**config.mk**
```make
export PLATFORM = sky130hd
export DESIGN_NAME = osc_bank
export DESIGN_NICKNAME = d
export VERILOG_FILES = /design/src/rtl/osc_bank.sv
export SDC_FILE = /design/constraint.sdc
export NUM_CORES = 2
export LEC_CHECK = 0
export ABC_AREA = 1
export CORE_AREA = 2 2 595 420
export CTS_BUF_LIST = sky130_fd_sc_hd__clkbuf_2
export DETAILED_ROUTE_END_ITERATION = 16
export DIE_AREA = 0 0 597 422
export HOLD_SLACK_MARGIN = 0.06
export SLEW_MARGIN = 30
export SYNTH_ARGS = -nofsm -noshare
export SYNTH_HDL_FRONTEND = slang
export SYNTH_SLANG_ARGS = --single-unit
export TNS_END_PERCENT = 5
```
**constraint.sdc**
```tcl
create_clock -name clk -period 24.1 [get_ports clk]
set_clock_uncertainty 0.1 [all_clocks]
set_input_delay 4.82 -clock clk [delete_from_list [all_inputs] [get_ports clk]]
set_output_delay 4.82 -clock clk [all_outputs]
set_load 0.03 [all_outputs]
```
**src/rtl/osc_bank.sv**
```systemverilog
// osc_bank: time-multiplexed oscillator bank.
// One shared four-stage pipeline visits every voice once per frame:
//   S0 phase/envelope update and ROM address, S1 waveform shaping,
//   S2 envelope and amplitude scaling, S3 accumulation and output saturation.
module osc_bank #(
   parameter int N_VOICES = 8,
   parameter int WIDTH    = 24,
   parameter int PHASE_W  = 32,
   parameter int ENV_W    = 16,
   parameter int LUT_AW   = 10
) (
   input  logic                        clk,
   input  logic                        rstn,
   input  logic                        sample_tick,
   input  logic                        cfg_we,
   input  logic [$clog2(N_VOICES)-1:0] cfg_voice,
   input  logic [PHASE_W-1:0]          cfg_inc,
   input  logic [1:0]                  cfg_shape,
   input  logic [7:0]                  cfg_amp,
   input  logic [N_VOICES-1:0]         gate,
   input  logic [ENV_W-1:0]            attack_rate,
   input  logic [ENV_W-1:0]            decay_rate,
   input  logic [ENV_W-1:0]            release_rate,
   input  logic [ENV_W-1:0]            sustain_level,
   output logic [LUT_AW-1:0]           rom_addr,
   input  logic signed [WIDTH-1:0]     rom_data,
   output logic signed [WIDTH-1:0]     out,
   output logic                        out_valid,
   output logic                        busy,
   output logic                        overrun
);

   localparam int VW    = $clog2(N_VOICES);
   localparam int ACC_W = WIDTH + VW;
   localparam int CNT_W = $clog2(N_VOICES + 3);
   localparam int P1_W  = WIDTH + ENV_W + 1;
   localparam int P2_W  = P1_W + 9;

   localparam logic [ENV_W-1:0]        ENV_MAX = '1;
   localparam logic signed [WIDTH-1:0] W_MAX   = {1'b0, {(WIDTH-1){1'b1}}};
   localparam logic signed [WIDTH-1:0] W_NMAX  = {1'b1, {(WIDTH-2){1'b0}}, 1'b1};
   localparam logic signed [ACC_W-1:0] OUT_MAX = {{(ACC_W-WIDTH+1){1'b0}}, {(WIDTH-1){1'b1}}};
   localparam logic signed [ACC_W-1:0] OUT_MIN = ~OUT_MAX;

   typedef enum logic [2:0] {
      ENV_IDLE,
      ENV_ATTACK,
      ENV_DECAY,
      ENV_SUSTAIN,
      ENV_RELEASE
   } env_state_t;

   // per-voice configuration and state
   logic [PHASE_W-1:0] inc_reg   [N_VOICES];
   logic [1:0]         shape_reg [N_VOICES];
   logic [7:0]         amp_reg   [N_VOICES];
   logic [PHASE_W-1:0] phase_reg [N_VOICES];
   logic [ENV_W-1:0]   level_reg [N_VOICES];
   env_state_t         env_reg   [N_VOICES];

   // frame sequencing
   logic             busy_reg;
   logic [CNT_W-1:0] cnt_reg;
   logic             overrun_reg;
   logic             tick_accept;
   logic             s0_active;
   logic [VW-1:0]    s0_voice;

   assign tick_accept = sample_tick & ~busy_reg;
   // Voice 0 is handled in the tick cycle itself, voice k on cycle k after it.
   assign s0_active   = tick_accept | (busy_reg & (cnt_reg < CNT_W'(N_VOICES)));
   assign s0_voice    = tick_accept ? '0 : cnt_reg[VW-1:0];

   // Frame counter: busy covers cycles 1..N+2 after an accepted tick.
   always_ff @(posedge clk or negedge rstn) begin
      if (!rstn) begin
         busy_reg <= 1'b0;
         cnt_reg  <= '0;
      end else if (tick_accept) begin
         busy_reg <= 1'b1;
         cnt_reg  <= CNT_W'(1);
      end else if (busy_reg) begin
         if (cnt_reg == CNT_W'(N_VOICES + 2)) begin
            busy_reg <= 1'b0;
            cnt_reg  <= '0;
         end else begin
            cnt_reg <= cnt_reg + CNT_W'(1);
         end
      end
   end

   // Sticky overrun: a tick arriving while a frame is still in flight.
   always_ff @(posedge clk or negedge rstn) begin
      if (!rstn)
         overrun_reg <= 1'b0;
      else if (sample_tick && busy_reg)
         overrun_reg <= 1'b1;
   end

   // Configuration registers; a slot reading the voice this cycle sees old values.
   always_ff @(posedge clk or negedge rstn) begin
      if (!rstn) begin
         for (int i = 0; i < N_VOICES; i++) begin
            inc_reg[i]   <= '0;
            shape_reg[i] <= '0;
            amp_reg[i]   <= '0;
         end
      end else if (cfg_we) begin
         inc_reg[cfg_voice]   <= cfg_inc;
         shape_reg[cfg_voice] <= cfg_shape;
         amp_reg[cfg_voice]   <= cfg_amp;
      end
   end

   // S0 combinational: envelope step and phase advance for the slot's voice.
   logic [PHASE_W-1:0] cur_phase, phase_base, phase_next;
   logic [ENV_W-1:0]   cur_level, level_next;
   env_state_t         cur_state, env_next;
   logic               cur_gate;
   logic [ENV_W:0]     atk_sum, dec_diff;
   logic [ENV_W-1:0]   atk_level, dec_level, rel_level;
   env_state_t         atk_state, rel_state;

   // Attack and release outcomes are shared by several FSM branches.
   always_comb begin
      cur_phase = phase_reg[s0_voice];
      cur_level = level_reg[s0_voice];
      cur_state = env_reg[s0_voice];
      cur_gate  = gate[s0_voice];

      atk_sum   = {1'b0, cur_level} + {1'b0, attack_rate};
      atk_level = cur_level;
      atk_state = ENV_ATTACK;
      if (attack_rate != '0) begin
         atk_level = atk_sum[ENV_W] ? ENV_MAX : atk_sum[ENV_W-1:0];
         if (atk_level == ENV_MAX)
            atk_state = ENV_DECAY;
      end

      dec_diff  = {1'b0, cur_level} - {1'b0, decay_rate};
      dec_level = (dec_diff[ENV_W] || (dec_diff[ENV_W-1:0] < sustain_level)) ?
                  sustain_level : dec_diff[ENV_W-1:0];

      rel_level = cur_level;
      rel_state = ENV_RELEASE;
      if (release_rate != '0) begin
         rel_level = (cur_level <= release_rate) ? '0 : (cur_level - release_rate);
         if (rel_level == '0)
            rel_state = ENV_IDLE;
      end
   end

   // Envelope FSM next state; gate-off has priority over the state's own step.
   always_comb begin
      env_next   = cur_state;
      level_next = cur_level;
      phase_base = cur_phase;
      case (cur_state)
         ENV_IDLE: begin
            if (cur_gate) begin
               phase_base = '0;
               env_next   = atk_state;
               level_next = atk_level;
            end
         end
         ENV_ATTACK: begin
            if (!cur_gate) begin
               env_next   = rel_state;
               level_next = rel_level;
            end else begin
               env_next   = atk_state;
               level_next = atk_level;
            end
         end
         ENV_DECAY: begin
            if (!cur_gate) begin
               env_next   = rel_state;
               level_next = rel_level;
            end else if (decay_rate != '0) begin
               level_next = dec_level;
               if (dec_level == sustain_level)
                  env_next = ENV_SUSTAIN;
            end
         end
         ENV_SUSTAIN: begin
            if (!cur_gate) begin
               env_next   = rel_state;
               level_next = rel_level;
            end else begin
               level_next = sustain_level;
            end
         end
         ENV_RELEASE: begin
            if (cur_gate) begin
               env_next   = atk_state;
               level_next = atk_level;
            end else begin
               env_next   = rel_state;
               level_next = rel_level;
            end
         end
         default: begin
            env_next   = ENV_IDLE;
            level_next = '0;
         end
      endcase
      phase_next = phase_base + inc_reg[s0_voice];
   end

   // S0 state write-back for the voice in the current slot.
   always_ff @(posedge clk or negedge rstn) begin
      if (!rstn) begin
         for (int i = 0; i < N_VOICES; i++) begin
            phase_reg[i] <= '0;
            level_reg[i] <= '0;
            env_reg[i]   <= ENV_IDLE;
         end
      end else if (s0_active) begin
         phase_reg[s0_voice] <= phase_next;
         level_reg[s0_voice] <= level_next;
         env_reg[s0_voice]   <= env_next;
      end
   end

   // S0 pipeline register and ROM address.
   logic               a_valid, a_first, a_last;
   logic [1:0]         a_shape;
   logic [7:0]         a_amp;
   logic [ENV_W-1:0]   a_level;
   logic [PHASE_W-1:0] a_phase;
   logic [LUT_AW-1:0]  rom_addr_reg;

   always_ff @(posedge clk or negedge rstn) begin
      if (!rstn) begin
         a_valid      <= 1'b0;
         a_first      <= 1'b0;
         a_last       <= 1'b0;
         a_shape      <= '0;
         a_amp        <= '0;
         a_level      <= '0;
         a_phase      <= '0;
         rom_addr_reg <= '0;
      end else begin
         a_valid <= s0_active;
         if (s0_active) begin
            a_first      <= (s0_voice == '0);
            a_last       <= (s0_voice == VW'(N_VOICES - 1));
            a_shape      <= shape_reg[s0_voice];
            a_amp        <= amp_reg[s0_voice];
            a_level      <= level_next;
            a_phase      <= phase_next;
            rom_addr_reg <= phase_next[PHASE_W-1 -: LUT_AW];
         end
      end
   end

   // S1 combinational: table-free waveforms; sine is taken from ROM a cycle later.
   logic signed [WIDTH-1:0] saw_w, sqr_w, tri_up, tri_w, wave_w;
   logic [WIDTH-1:0]        tri_u;

   always_comb begin
      saw_w  = {~a_phase[PHASE_W-1], a_phase[PHASE_W-2 -: WIDTH-1]};
      sqr_w  = a_phase[PHASE_W-1] ? W_NMAX : W_MAX;
      tri_u  = a_phase[PHASE_W-2 -: WIDTH];
      tri_up = {~tri_u[WIDTH-1], tri_u[WIDTH-2:0]};
      tri_w  = a_phase[PHASE_W-1] ? ~tri_up : tri_up;
      case (a_shape)
         2'd0:    wave_w = saw_w;
         2'd1:    wave_w = sqr_w;
         2'd2:    wave_w = tri_w;
         default: wave_w = '0;
      endcase
   end

   // S1 pipeline register.
   logic                    b_valid, b_first, b_last, b_sine;
   logic [7:0]              b_amp;
   logic [ENV_W-1:0]        b_level;
   logic signed [WIDTH-1:0] b_wave;

   always_ff @(posedge clk or negedge rstn) begin
      if (!rstn) begin
         b_valid <= 1'b0;
         b_first <= 1'b0;
         b_last  <= 1'b0;
         b_sine  <= 1'b0;
         b_amp   <= '0;
         b_level <= '0;
         b_wave  <= '0;
      end else begin
         b_valid <= a_valid;
         b_first <= a_first;
         b_last  <= a_last;
         b_sine  <= (a_shape == 2'd3);
         b_amp   <= a_amp;
         b_level <= a_level;
         b_wave  <= wave_w;
      end
   end

   // S2 combinational: full-precision envelope then amplitude scaling.
   logic signed [WIDTH-1:0] w_sel;
   logic signed [P1_W-1:0]  prod1, scaled1;
   logic signed [P2_W-1:0]  prod2;
   logic                    unused_bits;

   always_comb begin
      w_sel   = b_sine ? rom_data : b_wave;
      prod1   = P1_W'(w_sel) * P1_W'($signed({1'b0, b_level}));
      scaled1 = prod1 >>> ENV_W;
      prod2   = P2_W'(scaled1) * P2_W'($signed({1'b0, b_amp}));
   end

   assign unused_bits = ^{a_phase, prod2};

   // S2 pipeline register; the result always fits WIDTH bits.
   logic                    c_valid, c_first, c_last;
   logic signed [WIDTH-1:0] c_v;

   always_ff @(posedge clk or negedge rstn) begin
      if (!rstn) begin
         c_valid <= 1'b0;
         c_first <= 1'b0;
         c_last  <= 1'b0;
         c_v     <= '0;
      end else begin
         c_valid <= b_valid;
         c_first <= b_first;
         c_last  <= b_last;
         c_v     <= prod2[8 +: WIDTH];
      end
   end

   // S3 combinational: voice 0 restarts the sum so back-to-back frames never mix.
   logic signed [ACC_W-1:0] acc_reg, acc_base, acc_sum;
   logic signed [WIDTH-1:0] sat_w;

   always_comb begin
      acc_base = c_first ? '0 : acc_reg;
      acc_sum  = acc_base + ACC_W'(c_v);
      if (acc_sum > OUT_MAX)
         sat_w = OUT_MAX[WIDTH-1:0];
      else if (acc_sum < OUT_MIN)
         sat_w = OUT_MIN[WIDTH-1:0];
      else
         sat_w = acc_sum[WIDTH-1:0];
   end

   // S3 accumulator and saturated output on the last voice.
   logic signed [WIDTH-1:0] out_reg;
   logic                    out_valid_reg;

   always_ff @(posedge clk or negedge rstn) begin
      if (!rstn) begin
         acc_reg       <= '0;
         out_reg       <= '0;
         out_valid_reg <= 1'b0;
      end else begin
         out_valid_reg <= c_valid & c_last;
         if (c_valid) begin
            acc_reg <= acc_sum;
            if (c_last)
               out_reg <= sat_w;
         end
      end
   end

   assign rom_addr  = rom_addr_reg;
   assign out       = out_reg;
   assign out_valid = out_valid_reg;
   assign busy      = busy_reg;
   assign overrun   = overrun_reg;

endmodule

```
==> impl_metrics.toml <==
[run_status]
outcome = "completed"

[cts]
root_buffer = "clkbuf_2"
cts.hold.buffers_added = 0
clock_path_buffers = 4
cts_tree = "done"
ctsResizeCount = 0
clock_latency_ns = 1.74
clk_pin_slew_ns = 0.08
post-cts-setup-buffers = 0
cts.htree.levels = 5
cts.sinks = 935
cts_made_buffers = 282

[yosys]
synth.distinct_cells = 58
ys_ff_latch = 935
synth_area_mm2 = 0.0687
syn_area_per_cell_um2 = 7.81
synthCells = 8795
ys.flop_type = "dfrtp_1"
yosysSeqAreaShare_pct = 34.1
yosys_warnings = 0
yosysTopAreaCellShare_pct = 34.1
async_flop_share_pct = 100
ys_top_cells_by_area = "dfrtp_1 34%, fa_1 15%, nand2_1 14%, inv_1 6.7%, o21ai_0 6.2%"
yosysTopAreaCell = "dfrtp_1"
synth-edff-count = 0
syn_nets = 9750

[run]
max_cap_violations = 0

[route]
vias = 59300
wl_um = 227000
routedWlPerCell_um = 18.4
met2_length_um = 95700
first_pass_iters = 6
met3_wirelength_um = 21900
remaining_drc_errors = 0
dr.max_layer_used = "met5"
ant_nets = 0
drtIter0Drc = 5877
viasPerCell = 4.79
met1_length_um = 105000

[sta]
rsz0062_at_grt = "false"
tightestPinTransition_ns = 1.17
finalSetupViolCount = 0
fmax_mhz = 67.3
finalCriticalPeriod_ns = 14.85
drv_slew = 0
finalCritPeriodShare_pct = 61.6
finalHoldViolCount = 0
slew_headroom_pct = 22.2
tns_ns = 0

[global_route]
antenna_found_initial = 9
track_usage_pct = 18.1
grt_overflow = 0
grt_pass1_wl_um = 357000
grt_pass1_vias = 58600
grt_max_degree = 180

[critical_path]
crit_path_max_incr_delay_ns = 0.58
crit_top_cell = "nand2_1"
crit_required_ns = 25.40
crit_fanout = 10
crit_arrival_ns = 16.15
worst-path-buf-inv = 9
critical_path.top_delay_family = "adder cells"
start_kind = "input pin"
endpoint_kind = "flip-flop"
crit_type = "input pin to flip-flop"
cp_slowest_cell = "fa_1"

[floorplan]
die_x_um = 597
io_pins = 182
core_mm2 = 0.247
die_y_um = 422
start_util_pct = 27.8
fp-row-count = 153
die_area_mm2 = 0.252

[finish]
finalNetCount = 9903
n_fill_cell = 26500
areaGrowthSynthToFinish_pct = 11.1
drive_above_1_share_pct = 7.72

[worst_hold_path]
worstHoldPathType = "flip-flop to flip-flop"

[placement]
numPortBuffers = 181
dpl.hpwl_um = 159000
gp_congestion = 0.949
-- cells in the mapped netlist, types with 17 or more instances --
library cell  number
fa_1             530
buf_4             21
a21oi_1          382
o211ai_1          51
nor3_1            38
o21bai_1          21
o221ai_1          28
buf_1             30
xor2_1            71
inv_1           1222
buf_2             54
clkbuf_1         305
xnor2_1           43
nand4_1           37
dfrtp_1          935
nand3_1          430
nor4_1            17
nor2_1           573
o22ai_1           20
nand2_1         2479
o21ai_0          845
a2111oi_0         29
a221oi_1          24
a31oi_1           30
inv_2             22
o21ai_1           35
or2_2            102
ha_1             280
-- worst reg2reg max path: cells and delay by family (launching register included) --
family          cells  cell delay, ns
xor+xnor            1            0.44
fa+ha+maj          12            5.68
flops               1            0.34
compound gates      6            1.59
buf+inv            10            1.44
simple gates       16            2.44
-- final cells by class --
| class | count | area, µm² | share of cell area (%) |
|---|---|---|---|
| multi-input cells | 6192 | 39000 | 51.1 |
| repair buffers | 282 | 2730 | 3.58 |
| clock buffers | 390 | 1950 | 2.56 |
| diodes | 13 | 32.5 | 0.0426 |
| clock inverters | 61 | 365 | 0.479 |
| well taps | 3255 | 4070 | 5.34 |
| flip-flops and latches | 935 | 23400 | 30.7 |
| inverters | 1255 | 4720 | 6.19 |
-- routing by layer --
metal  vias to the layer above  GRT usage, %
li1                      28200             -
met1                     28600          26.3
met2                      2273          26.3
met3                       270          5.05
met4                         2          4.31
met5                         -             0
-- placed cells by master (no fill, tap or decap), drive strengths merged, types with 24 or more instances in the layout --
cell           instances
a2111oi               29
a21oi                383
a221oi                24
a31oi                 30
buf                  102
clkbuf               390
clkdlybuf4s50        180
clkinv                64
dfrtp                935
fa                   530
ha                   280
inv                 1247
nand2               2486
nand3                436
nand4                 47
nor2                 583
nor3                  40
o211ai                52
o21ai                884
o221ai                28
or2                  103
xnor2                 43
xor2                  71
-- metrics by stage --
| step | cells | util [%] | hold slack, ns | worst slack (ns) | instance area (µm²) |
|---|---|---|---|---|---|
| floorplan | 8795 | - | 0.231 | 9.93 | 68700 |
| global placement | 11900 | 29.9 | 0.243 | 8.06 | 73800 |
| detailed placement | 11900 | 29.9 | 0.245 | 7.96 | 73800 |
| CTS | 12400 | 30.9 | 0.229 | 9.66 | 76100 |
| global route | 12400 | 30.9 | 0.252 | 8.82 | 76300 |
| finish | 12400 | 30.9 | 0.243 | 9.25 | 76300 |
-- path summary, 6_finish.rpt --
kind	from	end	slack [ns]	cells past startpoint
setup reg to reg	b_sine$_DFF_PN0_	c_v[19]$_DFF_PN0_	11.92	45
min in group asynchronous	rstn	level_reg[36]$_DFFE_PN0P_	2.93	1
max in group asynchronous	rstn	b_amp[1]$_DFF_PN0_	18.35	5
hold / removal	b_valid$_DFF_PN0_	c_valid$_DFF_PN0_	0.24	0
setup / recovery	rom_data[6]	c_v[19]$_DFF_PN0_	9.25	44
hold reg to reg	b_valid$_DFF_PN0_	c_valid$_DFF_PN0_	0.24	0
-- kinds of logic after synthesis --
family                   after synthesis  synth area share, %
AND/OR/NAND/NOR                     3735                 22.2
buffers and inverters               1668                 9.37
AO/OA/AOI/OAI                       1533                 12.3
flip-flops                           935                 34.1
adder cells (fa/ha/maj)              810                 20.6
XOR/XNOR                             114                 1.45
Power is left out: the tool's default activity adds up to more than one toggle a clock period on the data nets, which glitch-free logic cannot reach.
